### src/rtl/downcount_arbiter.sv
// Round-robin arbiter sharing one WIDTH-bit down counter between two requesters.
// The winner loads its start value, counts to zero, and gets a one-cycle done pulse.
module downcount_arbiter #(
  parameter int unsigned WIDTH = 4
) (
  input  logic             clk,
  input  logic             rst,
  input  logic             req0,
  input  logic [WIDTH-1:0] len0,
  input  logic             req1,
  input  logic [WIDTH-1:0] len1,
  output logic             gnt0,
  output logic             gnt1,
  output logic [WIDTH-1:0] q,
  output logic             done0,
  output logic             done1,
  output logic             busy
);

  typedef enum logic [1:0] {
    S_IDLE,
    S_COUNT,
    S_DONE
  } state_t;

  state_t           r_state, w_state_nxt;
  logic             r_last, w_last_nxt;   // 1: requester 1 was granted most recently
  logic [WIDTH-1:0] r_q, w_q_nxt;
  logic             r_gnt0, w_gnt0_nxt;
  logic             r_gnt1, w_gnt1_nxt;
  logic             r_done0, w_done0_nxt;
  logic             r_done1, w_done1_nxt;
  logic             r_busy, w_busy_nxt;
  logic             w_pick1;
  logic             w_own_req;

  // On contention, pick requester 1 only when requester 0 was served last.
  assign w_pick1   = req1 & (~req0 | ~r_last);
  assign w_own_req = r_gnt1 ? req1 : req0;

  always_ff @(posedge clk or negedge rst) begin
    if (!rst) begin
      r_state <= S_IDLE;
      r_last  <= 1'b1;
      r_q     <= '0;
      r_gnt0  <= 1'b0;
      r_gnt1  <= 1'b0;
      r_done0 <= 1'b0;
      r_done1 <= 1'b0;
      r_busy  <= 1'b0;
    end else begin
      r_state <= w_state_nxt;
      r_last  <= w_last_nxt;
      r_q     <= w_q_nxt;
      r_gnt0  <= w_gnt0_nxt;
      r_gnt1  <= w_gnt1_nxt;
      r_done0 <= w_done0_nxt;
      r_done1 <= w_done1_nxt;
      r_busy  <= w_busy_nxt;
    end
  end

  always_comb begin
    w_state_nxt = r_state;
    w_last_nxt  = r_last;
    w_q_nxt     = r_q;
    w_gnt0_nxt  = r_gnt0;
    w_gnt1_nxt  = r_gnt1;
    w_done0_nxt = 1'b0;
    w_done1_nxt = 1'b0;
    case (r_state)
      S_IDLE: begin
        if (req0 || req1) begin
          w_state_nxt = S_COUNT;
          w_last_nxt  = w_pick1;
          w_gnt0_nxt  = ~w_pick1;
          w_gnt1_nxt  = w_pick1;
          w_q_nxt     = w_pick1 ? len1 : len0;
        end
      end
      S_COUNT: begin
        if (!w_own_req) begin
          w_state_nxt = S_IDLE;
          w_gnt0_nxt  = 1'b0;
          w_gnt1_nxt  = 1'b0;
          w_q_nxt     = '0;
        end else if (r_q != '0) begin
          w_q_nxt = r_q - WIDTH'(1);
        end else begin
          w_state_nxt = S_DONE;
          w_done0_nxt = r_gnt0;
          w_done1_nxt = r_gnt1;
        end
      end
      S_DONE: begin
        w_state_nxt = S_IDLE;
        w_gnt0_nxt  = 1'b0;
        w_gnt1_nxt  = 1'b0;
      end
      default: begin
        w_state_nxt = S_IDLE;
        w_gnt0_nxt  = 1'b0;
        w_gnt1_nxt  = 1'b0;
      end
    endcase
    w_busy_nxt = (w_state_nxt != S_IDLE);
  end

  assign gnt0  = r_gnt0;
  assign gnt1  = r_gnt1;
  assign q     = r_q;
  assign done0 = r_done0;
  assign done1 = r_done1;
  assign busy  = r_busy;

endmodule

### config.mk
export PLATFORM = sky130hd
export DESIGN_NAME = downcount_arbiter
export DESIGN_NICKNAME = d
export VERILOG_FILES = /design/src/rtl/downcount_arbiter.sv
export SDC_FILE = /design/constraint.sdc
export NUM_CORES = 1
export LEC_CHECK = 0
export CAP_MARGIN = 20
export CORE_MARGIN = 4
export CORE_UTILIZATION = 43
export CTS_BUF_LIST = sky130_fd_sc_hd__clkbuf_8 sky130_fd_sc_hd__clkbuf_16
export DETAILED_ROUTE_END_ITERATION = 8
export PLACE_DENSITY_LB_ADDON = 0.05
export SLEW_MARGIN = 20
export SYNTH_ARGS = -nofsm -noshare
export SYNTH_HDL_FRONTEND = slang
export SYNTH_SLANG_ARGS = --single-unit
### constraint.sdc
create_clock -name clk -period 1.8 [get_ports clk]
set_input_delay 0.45 -clock clk [delete_from_list [all_inputs] [get_ports clk]]
set_output_delay 0.45 -clock clk [all_outputs]
set_load 0.005 [all_outputs]
==> impl_metrics.py <==
metrics = {
    "cells_and_area": {
        "most-common-layout-cells": "clkdlybuf4s50_1 (18), buf_4 (15), dfrtp_1 (11)",
        "fin_area_um2": 1030,
        "syn_to_final_growth_pct": 61.3,
        "finalNetCount": 111,
        "drive_above_1_share": 0.278,
        "final_common_cell": "clkdlybuf4s50_1",
        "diodes": 0,
        "fill_cells": 107,
        "fin_cells": 112,
    },
    "route": {
        "drtIter0Drc": 11,
        "drt_pass1_iterations": 4,
        "via_per_inst": 5.56,
        "post_drt_wl_per_cell_um": 15.3,
        "vias": 623,
        "drt_wl_total_mm": 1.71,
        "post-route-drc-count": 0,
        "ant_nets": 0,
    },
    "synthesis": {
        "synth-seq-cells": 12,
        "synth_nets": 71,
        "syn_inst": 58,
        "synthDistinctLibCells": 28,
        "yosys-top-cells-area": "dfrtp_1 (43%), mux2i_1 (6.3%), a311oi_4 (4.1%), dfstp_2 (4.1%), o21ai_0 (3.1%)",
        "seq_area_frac_synth": 0.473,
        "syn_avg_cell_area_um2": 11.0,
        "yosysTopAreaCell": "dfrtp_1",
        "yosys_warnings": 0,
        "synth_top_cell_area_share": 0.432,
        "synth_area_um2": 637,
    },
    "run": {
        "maxCapViolCount": 0,
    },
    "placed_design": {
        "dpl-instance-area_um2": 953,
        "gp_congestion": 0.844,
        "pre_cts_slack_ps": -405,
        "dp_cells": 106,
        "dp_hpwl_mm": 1.22,
        "portBuffers": 20,
    },
    "timing": {
        "rsz0062_at_grt": "no",
        "setup_ws_ps": 90.8,
        "finClkSkew_ps": 0.842,
        "finalCriticalPeriod_ps": 1710,
        "hold_violations": 0,
        "finalCritPeriodShare": 0.950,
        "max-slew-margin-rel": 0.641,
        "setup_viol": 0,
        "tns_ps": 0,
        "tightest_slew_ps": 537,
        "max_freq_mhz": 585,
        "slew_violations": 0,
    },
    "min_path": {
        "worstHoldPathType": "register to register",
    },
    "setup_path": {
        "max_stage_delay_ps": 390,
        "cp_common_cell": "buf_4",
        "startpoint_type": "input port",
        "worstSetupEndpointType": "register",
        "crit_required_ps": 1970,
        "cp_max_fo": 8,
        "critical_path_class": "input port to register",
        "worstPathArrival_ps": 1880,
        "slowest_stage": "a311oi_4",
        "path_cells": "dlygate4sd2_1 > mux2_4 > a311oi_4 > buf_4 > buf_4 > o21a_1",
    },
    "power": {
        "power.total_mw": 1.69,
        "sw_frac_of_total": 0.350,
        "p_comb_frac": 0.548,
        "p_sw_mw": 0.590,
        "powerDensity_nw_per_um2": 1640,
        "ir_drop_uv": 958,
        "p_int_mw": 1.10,
        "clkPwrFrac": 0.174,
        "pwr-share-seq": 0.278,
        "p_leak_nw": 0.465,
    },
    "grt": {
        "grt_use_total": 0.184,
        "antenna_found_initial": 0,
        "grt_max_degree": 13,
        "first_global_vias": 662,
        "grt_pass1_wl_mm": 2.76,
        "grt-ovfl-total": 0,
    },
    "floorplanning": {
        "row_count": 13,
        "coreArea_um2": 1350,
        "dieArea_um2": 2160,
        "die_h_um": 46.5,
        "die_w_um": 46.5,
        "initial_utilization": 0.472,
        "io_pins": 21,
    },
    "clock_network": {
        "cts_buffers": 3,
        "h-tree-depth": 1,
        "cts.path.max_buffers": 2,
        "cts_tree": "built",
        "cts_sinks": 12,
        "postCtsHoldBufs": 0,
        "clk_latency_ps": 240,
        "clk_pin_slew_ps": 50,
        "cts_root_buffer": "clkbuf_8",
    },
    "status": {
        "outcome": "completed",
    },
}
[per-layer routing]
metal	share of wire	global-route usage	up-vias
met5	0	0	-
met4	0.0058	0.0795	0
met3	0.078	0.0469	2
met2	0.50	0.319	27
met1	0.41	0.210	297
li1	-	-	297
[logic make-up (layout without fill, tap and decap cells)]
kind of cell | after synthesis | in the layout | synth area share
AO/OA/AOI/OAI | 20 | 20 | 0.259
buffers and inverters | 5 | 44 | 0.0295
multiplexers | 5 | 5 | 0.0864
AND/OR/NAND/NOR | 14 | 14 | 0.118
flip-flops | 12 | 12 | 0.473
XOR/XNOR | 1 | 1 | 0.0138
adder cells (fa/ha/maj) | 1 | 1 | 0.0196
[per-stage QoR]
step,util,hold slack (ps)
global route,0.761,564
global placement,0.706,500
detailed placement,0.706,507
floorplan,-,154
CTS,0.745,523
finish,0.761,521
[synth_stat cells]
master,count
a21bo_2,1
a21boi_2,1
a21oi_1,2
a22o_1,1
a22oi_1,1
a311oi_4,1
a31oi_1,1
and2_1,1
and2b_1,1
and3_2,1
and4_1,1
dfrtp_1,11
dfstp_2,1
ha_1,1
inv_1,5
mux2_4,1
mux2i_1,4
nand2_1,2
nor2_1,4
nor3_1,3
nor3b_1,1
o21a_1,2
o21ai_0,4
o21ai_2,1
o221ai_1,2
o22ai_1,1
o32ai_1,2
xnor2_1,1
[registers in the layout, indices dropped and copies added (netlist names)]
signal / cells
gnt0: 1
r_state: 2
busy: 1
q: 4
done1: 1
done0: 1
gnt1: 1
r_last: 1
[power by group through the flow]
stage / clock network (mW) / registers, mW / logic [mW]
final: 0.293 / 0.470 / 0.925
after global routing: 0.309 / 0.485 / 1.02
after CTS: 0.299 / 0.470 / 0.867
after detailed placement: 0 / 0.472 / 0.854
after global placement: 0 / 0.470 / 0.842
after floorplan: 0 / 0.499 / 0.399
[area by class of cell]
class	instances	area, µm²	area share
multi-input combinational	41	323	0.314
tap	15	18.8	0.0183
sequential	12	302	0.294
clock buffer	4	55.1	0.0536
timing repair buffer	35	310	0.302
inverter	5	18.8	0.0183
[worst paths after layout]
path / from / to / slack, ps / depth (start not counted)
min: gnt0 / done0 / 520 / 1
max reg2reg: q[1] / q[1] / 100 / 8
min in group asynchronous: rst / q[0] / 560 / 1
max in group asynchronous: rst / r_last / 870 / 1
min reg2reg: gnt0 / done0 / 520 / 1
max: req1 / q[1] / 90 / 6
[critical path: cells and delay by family]
family	cells	cell delay, ps
buffers and inverters	3	590
AOI/OAI and AO/OA	2	510
muxes	1	320
[timing repair]
item | CTS | global route
gates resized for setup | 2 | 1
pin swaps | 1 | 1
endpoints found under the setup margin | 4 | 3
setup buffers | 0 | 2
No activity file was read; power rests on OpenSTA's default activity.
